### src/rtl/retire_ctl.sv
// retire_ctl: in-order retirement controller for the ROB head window.
// Retires the contiguous run of completed head slots, issues registered
// register-file writes (last writer wins, r0 never written) and tracks
// IDLE/RUN/HALTED with single-step support.
// Optional statistics counters are built only when RETIRE_STATS_EN is defined.
module retire_ctl #(
  parameter int EXT_COUNT    = 4,
  parameter int EXTCOUNTLOG2 = $clog2(EXT_COUNT)
) (
  input  logic                            clock,
  input  logic                            reset,
  input  logic                            enable,
  input  logic                            halt,
  input  logic                            resume,
  input  logic                            step,
  input  logic [EXT_COUNT-1:0]            slot_valid,
  input  logic [EXT_COUNT-1:0]            slot_kill,
  input  logic [EXT_COUNT-1:0][4:0]       slot_dest_reg,
  input  logic [EXT_COUNT-1:0]            slot_dest_valid,
  input  logic [EXT_COUNT-1:0][31:0]      slot_result,
  output logic                            consume,
  output logic [EXTCOUNTLOG2-1:0]         consume_count,
  output logic [EXT_COUNT-1:0]            rf_wr_en,
  output logic [EXT_COUNT-1:0][4:0]       rf_wr_addr,
  output logic [EXT_COUNT-1:0][31:0]      rf_wr_data,
  output logic [1:0]                      state,
  output logic [31:0]                     retired_count,
  output logic [31:0]                     killed_count
);

  localparam int CW = $clog2(EXT_COUNT + 1);

  typedef enum logic [1:0] {
    IDLE   = 2'd0,
    RUN    = 2'd1,
    HALTED = 2'd2
  } state_e;

  state_e                       state_q, state_d;
  logic [CW-1:0]                runLen;
  logic [CW-1:0]                retireNum;
  logic [EXT_COUNT-1:0]         retireMask;
  logic [EXT_COUNT-1:0]         wrCand;
  logic [EXT_COUNT-1:0]         rf_wr_en_d;
  logic [EXT_COUNT-1:0]         rf_wr_en_q;
  logic [EXT_COUNT-1:0][4:0]    rf_wr_addr_q;
  logic [EXT_COUNT-1:0][31:0]   rf_wr_data_q;

  // Length of the unbroken run of completed slots starting at the head.
  always_comb begin
    logic stillValid;
    runLen     = '0;
    stillValid = 1'b1;
    for (int i = 0; i < EXT_COUNT; i++) begin
      if (stillValid && slot_valid[i]) begin
        runLen = runLen + CW'(1);
      end else begin
        stillValid = 1'b0;
      end
    end
  end

  // How many slots actually retire this cycle, given the control state.
  always_comb begin
    retireNum = '0;
    if (!reset) begin
      case (state_q)
        RUN:     retireNum = runLen;
        HALTED:  retireNum = (step && (runLen != '0)) ? CW'(1) : '0;
        default: retireNum = '0;
      endcase
    end
    consume       = (retireNum != '0);
    consume_count = consume ? EXTCOUNTLOG2'(retireNum - CW'(1)) : '0;
    for (int i = 0; i < EXT_COUNT; i++) begin
      retireMask[i] = (int'(retireNum) > i);
    end
  end

  // Write enables: live retired slots with a nonzero destination, and only
  // the youngest writer of any register within the retiring group.
  always_comb begin
    for (int i = 0; i < EXT_COUNT; i++) begin
      wrCand[i] = retireMask[i] && !slot_kill[i] && slot_dest_valid[i] &&
                  (slot_dest_reg[i] != 5'd0);
    end
    rf_wr_en_d = wrCand;
    for (int i = 0; i < EXT_COUNT; i++) begin
      for (int j = i + 1; j < EXT_COUNT; j++) begin
        if (wrCand[j] && (slot_dest_reg[j] == slot_dest_reg[i])) begin
          rf_wr_en_d[i] = 1'b0;
        end
      end
    end
  end

  // Control state transitions; halt outranks resume, step never moves state.
  always_comb begin
    state_d = state_q;
    case (state_q)
      IDLE:    if (enable) state_d = RUN;
      RUN:     if (halt) state_d = HALTED;
      HALTED:  if (resume && !halt) state_d = RUN;
      default: state_d = IDLE;
    endcase
  end

  // State register.
  always_ff @(posedge clock or posedge reset) begin
    if (reset) state_q <= IDLE;
    else       state_q <= state_d;
  end

  // Register-file write port; address/data only move when that lane writes.
  always_ff @(posedge clock or posedge reset) begin
    if (reset) begin
      rf_wr_en_q   <= '0;
      rf_wr_addr_q <= '0;
      rf_wr_data_q <= '0;
    end else begin
      rf_wr_en_q <= rf_wr_en_d;
      for (int i = 0; i < EXT_COUNT; i++) begin
        if (rf_wr_en_d[i]) begin
          rf_wr_addr_q[i] <= slot_dest_reg[i];
          rf_wr_data_q[i] <= slot_result[i];
        end
      end
    end
  end

`ifdef RETIRE_STATS_EN
  logic [CW-1:0] liveNum;
  logic [CW-1:0] killNum;
  logic [31:0]   retired_count_q;
  logic [31:0]   killed_count_q;

  // Split the retiring group into live and squashed instructions.
  always_comb begin
    liveNum = '0;
    killNum = '0;
    for (int i = 0; i < EXT_COUNT; i++) begin
      if (retireMask[i] && !slot_kill[i]) liveNum = liveNum + CW'(1);
      if (retireMask[i] &&  slot_kill[i]) killNum = killNum + CW'(1);
    end
  end

  // Free-running statistics, wrapping naturally at 32 bits.
  always_ff @(posedge clock or posedge reset) begin
    if (reset) begin
      retired_count_q <= '0;
      killed_count_q  <= '0;
    end else begin
      retired_count_q <= retired_count_q + 32'(liveNum);
      killed_count_q  <= killed_count_q + 32'(killNum);
    end
  end

  assign retired_count = retired_count_q;
  assign killed_count  = killed_count_q;
`else
  assign retired_count = '0;
  assign killed_count  = '0;
`endif

  assign state      = state_q;
  assign rf_wr_en   = rf_wr_en_q;
  assign rf_wr_addr = rf_wr_addr_q;
  assign rf_wr_data = rf_wr_data_q;

endmodule

### config.mk
export PLATFORM = sky130hd
export DESIGN_NAME = retire_ctl
export DESIGN_NICKNAME = d
export VERILOG_FILES = /design/src/rtl/retire_ctl.sv
export SDC_FILE = /design/constraint.sdc
export NUM_CORES = 1
export LEC_CHECK = 0
export ABC_AREA = 0
export CAP_MARGIN = 20
export CORE_AREA = 2 2 150 152
export DETAILED_ROUTE_END_ITERATION = 7
export DIE_AREA = 0 0 152 154
export PLACE_DENSITY = 0.69
export SYNTH_ARGS = -nofsm -noshare
export SYNTH_HDL_FRONTEND = slang
export SYNTH_SLANG_ARGS = --single-unit
### constraint.sdc
create_clock -name clock -period 5.8 [get_ports clock]
set_clock_uncertainty 0.1 [all_clocks]
set_input_delay 0.58 -clock clock [delete_from_list [all_inputs] [get_ports clock]]
set_output_delay 0.58 -clock clock [all_outputs]
set_load 0.005 [all_outputs]
---- Word-level counts from Yosys, hierarchy flattened ----
Cells that the tools add are included.
storage, ports and cells
  bits in latches ......................... 0
  bits in writable memories ............... 0
  bits in registers ....................... 154
  output and inout bits ................... 221
  input port bits ......................... 166
  bits in read-only memories .............. 0
  logic and storage cells ................. 86
  memories kept ........................... 0
operators by class
  order comparisons ....................... 4
  $add $sub $neg .......................... 4
  eq/ne operators ......................... 11
  reductions and logical operators ........ 36
  multipliers ............................. 0
  shifts and indexed selects .............. 0
  bitwise gates (word level) .............. 0
  divide/modulo/power cells ............... 0
  muxes and demuxes ....................... 21
operators with widths
  operator                                                       number
  == test 5 bit                                                  6
  logical AND 1 bit                                              23
  nonzero test 5 bit                                             4
  two-way mux 1 bit                                              11
  two-way mux 2 bit                                              5
  two-way mux 3 bit                                              3
  adder 3 x 1 -> 3 bit, second input constant                    2
  greater-than comparator 3 x 1 -> 1 bit, second input constant  2
  greater-than comparator 3 x 2 -> 1 bit, second input constant  2
  inequality test 2 bit, second input constant                   3
  case mux 2 bit (3 select lines)                                1
  case mux 3 bit (2 select lines)                                1
  nonzero test 3 bit                                             2
  logical NOT 1 bit                                              5
  AND reduction 3 bit                                            1
  adder 1 x 1 -> 2 bit, second input constant                    1
  == test 2 x 1 -> 1 bit, second input constant                  1
  == test 2 bit, second input constant                           1
  logical NOT 2 bit                                              1
  subtractor 2 x 1 -> 2 bit, second input constant               1

---- Logic depth before layout (Yosys ltp) ----
  word-level depth ........................ 20
  depth in mapped cells ................... 11
  mapped depth without buffers ............ 9

---- Worst setup path before layout ----
Ideal clock, no wire load.
  path kind ............................... input to register
  start ................................... in slot_valid[0]
  end ..................................... reg rf_wr_data_q (netlist bit rf_wr_data[10])
  buffers on the path ..................... 2
  arrival ................................. 2.647 ns
  setup time .............................. 0.125 ns
  data required time ...................... 5.575 ns
  path slack .............................. 2.928 ns
  stages .................................. 10
  cells stage by stage .................... and2_1 ha_1 nor4bb_1 a2111oi_2 o2111ai_1 a41oi_1 and3_1 buf_6 buf_6 mux2_4
between the ends
  longest elaborated chain between the ends .. 20
  elaborated cells on any way between the ends .. 40
  classes of those cells .................. add/sub: 3; order compare: 4; mux: 13; reduce/logical: 20
RTL lines
  element                                                           line    RTL
  start, declared                                                   16      input logic [EXT_COUNT-1:0] slot_valid,
  two-way mux 1 bit                                                 55      if (stillValid && slot_valid[i]) begin
  adder 1 x 1 -> 2 bit / logical AND 1 bit (equally long branches)  56, 55
  two-way mux 2 bit / two-way mux 1 bit (equally long branches)     55
  adder 3 x 1 -> 3 bit / logical AND 1 bit (equally long branches)  56, 55
  two-way mux 3 bit / two-way mux 1 bit (equally long branches)     55
  adder 3 x 1 -> 3 bit / logical AND 1 bit (equally long branches)  56, 55
  two-way mux 3 bit *                                               55
  nonzero test 3 bit                                                69      HALTED: retireNum = (step && (runLen != '0)) ? CW'(1) : '0;
  logical AND 1 bit                                                 69
  two-way mux 1 bit                                                 69
  case mux 3 bit (2 select lines) *                                 67      case (state_q)
  two-way mux 3 bit *                                               66      if (!reset) begin
  greater-than comparator 3 x 1 -> 1 bit                            76      retireMask[i] = (int'(retireNum) > i);
  logical AND 1 bit (3 in a row)                                    84      wrCand[i] = retireMask[i] && !slot_kill[i] && slot_dest_valid[i] &&
  logical AND 1 bit                                                 90      if (wrCand[j] && (slot_dest_reg[j] == slot_dest_reg[i])) begin
  two-way mux 1 bit (2 in a row)                                    90
  two-way mux 1 bit *                                               90
  end signal, assigned by index                                     125     rf_wr_data_q[i] <= slot_result[i];
  end, declared                                                     47      logic [EXT_COUNT-1:0][31:0] rf_wr_data_q;
Every way passes the cells marked *; elsewhere a longest branch is shown, timed or not.
A chain may end at the register's enable or synchronous reset.

---- Final worst setup path ----
  start ................................... in slot_valid[2]
  end ..................................... reg rf_wr_data_q (netlist bit rf_wr_data[90])
between the ends
  longest elaborated chain between the ends .. 15
  elaborated cells on any way between the ends .. 21
  classes of those cells .................. add/sub: 1; order compare: 2; mux: 7; reduce/logical: 11
RTL lines
  element                                                           line
  logical AND 1 bit *                                               55
  two-way mux 3 bit / two-way mux 1 bit (equally long branches)     55
  adder 3 x 1 -> 3 bit / logical AND 1 bit (equally long branches)  56, 55
  two-way mux 3 bit *                                               55
  nonzero test 3 bit                                                69
  logical AND 1 bit                                                 69
  two-way mux 1 bit                                                 69
  case mux 3 bit (2 select lines) *                                 67
  two-way mux 3 bit *                                               66
  greater-than comparator 3 x 2 -> 1 bit                            76
  logical AND 1 bit (3 in a row)                                    84
  logical AND 1 bit                                                 90
  two-way mux 1 bit *                                               90
Marks and branches as above.

==> flow_summary.ini <==
[final_layout]
fin_area_mm2 = 0.01083
drive_gt1_share_pct = 18.98
multi_input_area_mm2 = 0.002771
final-seq-area_mm2 = 0.003854
nFillCells = 1896
stdcell_count = 1102
nets = 982
layout_common_cells = 322 x clkdlybuf4s50_1, 154 x dfrtp_1, 76 x mux2_2
syn2layout_area_growth_pct = 54.40
antennaDiodeCount = 0
final_common_cell = clkdlybuf4s50_1

[clock_network]
cts_max_path_buffers = 2
post_cts_resized = 0
clk_pin_slew_ns = 0.06
cts_tree = yes
hold_buffers = 0
clock_latency_ns = 0.42
htreeDepth = 4
cts_made_buffers = 17
cts_root_buffer = clkbuf_16
clock-sinks = 154
post_cts_buffers = 0

[power_and_ir_drop]
ir_worst_vdd_v = 0.0001559
power_density_mw_per_mm2 = 328.2
leakagePower_uw = 0.004928

[sta]
max_freq_mhz = 265.7
rsz0062_at_grt = no
setup_tns_ns = 0
setup_viol = 0
finalCritPeriodShare_pct = 64.88
finalHoldViolations = 0
drv_slew = 0
slew_headroom_pct = 36.54
layout_min_cycle_time_ns = 3.763
tightest_slew_ns = 0.9485

[setup_path]
regToRegEndpoint = rf_wr_data[90]
reg2reg_depth = 9
worstSetupEndpointType = flip-flop
cp.arrival_ns = 3.96
cp_data_required_time_ns = 6.00
worst-path-max-fanout = 40
reg2reg_from = state[0]
critical_path_class = primary input to flip-flop
ff2ff_setup_slack_ns = 2.06
worst_setup_path_start_kind = primary input

[synth]
syn_inst = 482
synth_edf_count = 0
yosysWarnings = 0
synthArstFlopShare_pct = 100.0
synth_cell_types = 42
synthFlopType = dfrtp_1
synth_seq_area_share_pct = 54.92
syn-cell-area_mm2 = 0.007017
syn_area_per_cell_um2 = 14.56
ys_seq_elements = 154

[global_routing]
grt_overflow = 0
grtUsageTotal_pct = 16.30
antenna_found_initial = 0
grt_max_degree = 55
grt_pass1_wl_mm = 29.61
grt_pass1_vias = 5047

[routing]
drcViolationCount = 0
drt_iter0_markers = 171
routed_wirelength_mm = 19.03
post_drt_wl_per_cell_um = 17.27
vias_per_cell = 4.431
via_count = 4883
antenna_left = 0
drtPass1Iterations = 5

[die]
ioPinCount = 387
start_util_pct = 32.35
rows = 54
die_y_um = 154
die_w_um = 152
core-area_mm2 = 0.02169
dieArea_mm2 = 0.02341

[min_path]
holdPathStages = 1
min_to = rf_wr_data[20]
min_path_type = flip-flop to flip-flop
worstHoldStart = rf_wr_data[20]

[status]
status = complete, no violations

[placement]
place_congestion = 0.8393
port_buffers = 322
placed_area_mm2 = 0.01026
hpwl_mm = 14.26
dpl.cell_count = 1070

[flow_run]
cap_violations = 0
registers in the layout, summed over array words and instances (netlist names):
register    cells
rf_wr_en        4
rf_wr_addr     20
rf_wr_data    128
state           2
final cells by class:
| class | instances | area share, % |
|---|---|---|
| tap | 280 | 3.234 |
| timing repair buffer | 326 | 30.14 |
| clock buffer | 19 | 3.996 |
| clock inverter | 12 | 1.120 |
| inverter | 9 | 0.3580 |
| multi-input combinational | 302 | 25.58 |
| sequential | 154 | 35.57 |
cells in the mapped netlist, drive strengths merged (2+ instances only):
cell type  instances  area (µm²)
ha                 6       75.07
nand2b             3       18.77
nor2b              2       12.51
and2               2       12.51
nor2               4       15.01
inv                9       33.78
or4                5       37.54
nand4              5       31.28
a2111oi            3       38.79
nand2              4       17.52
xor2              18       157.7
a21oi              3       15.01
xnor2             12       105.1
dfrtp            154        3854
nand3              2       15.01
nor3               6       30.03
and3               2       17.52
clkbuf             2       7.510
buf               78       588.1
mux2             148        1809
stage by stage:
| stage | util, % | total power [µW] | hold slack [ns] | worst slack [ns] |
|---|---|---|---|---|
| global placement | 47.31 | 2509 | 0.3667 | 1.617 |
| floorplan | - | 1855 | 0.3828 | 0.9702 |
| detailed placement | 47.31 | 2527 | 0.3740 | 1.579 |
| finish | 49.95 | 3555 | 0.3825 | 2.037 |
| global route | 49.95 | 3745 | 0.4036 | 1.761 |
| CTS | 49.86 | 3615 | 0.3881 | 2.013 |
logic make-up after synthesis:
logic type               after synthesis  share of synthesized area, %
adder cells (fa/ha/maj)                6                         1.070
XOR/XNOR                              30                         3.745
buffers and inverters                 89                         8.969
other                                  1                       0.05344
flip-flops                           154                         54.92
AO/OA/AOI/OAI                         12                         1.427
AND/OR/NAND/NOR                       41                         3.887
multiplexers                         149                         25.93
power by group:
part | switching (µW) | leakage [µW] | internal, µW | total, µW
combinational | 322 | 0.00257 | 736 | 1060
sequential | 127 | 0.00210 | 1310 | 1440
clock | 467 | 0.000256 | 594 | 1060
total | 916 | 0.00493 | 2640 | 3560
routing by layer:
metal	wire length (µm)	global-route usage, %
met1	7603	19.49
met5	0	0
met4	306	5.162
met2	9507	27.07
met3	1612	6.426
worst max-delay path by stage:
stage                  start  slack (ns)  depth (start not counted)              to
6_report       slot_valid[2]        2.04                         10  rf_wr_data[90]
3_3_place_gp   slot_valid[2]        1.62                         10  rf_wr_data[90]
3_5_place_dp   slot_valid[2]        1.58                         10  rf_wr_data[88]
2_1_floorplan          reset        0.97                          1   rf_wr_addr[0]
4_1_cts             state[0]        2.01                          9  rf_wr_data[88]
5_1_grt             state[0]        1.76                          9  rf_wr_data[74]
critical path: stages:
cell,delay [ns]
clkdlybuf4s50_1,0.54
inv_1,0.05
a21oi_1,0.15
ha_1,0.21
nand3_1,0.19
nor4_4,0.34
buf_4,0.50
nand4_1,0.21
nand2_2,0.73
mux2_2,0.41
No activity file was read; power rests on OpenSTA's default activity.
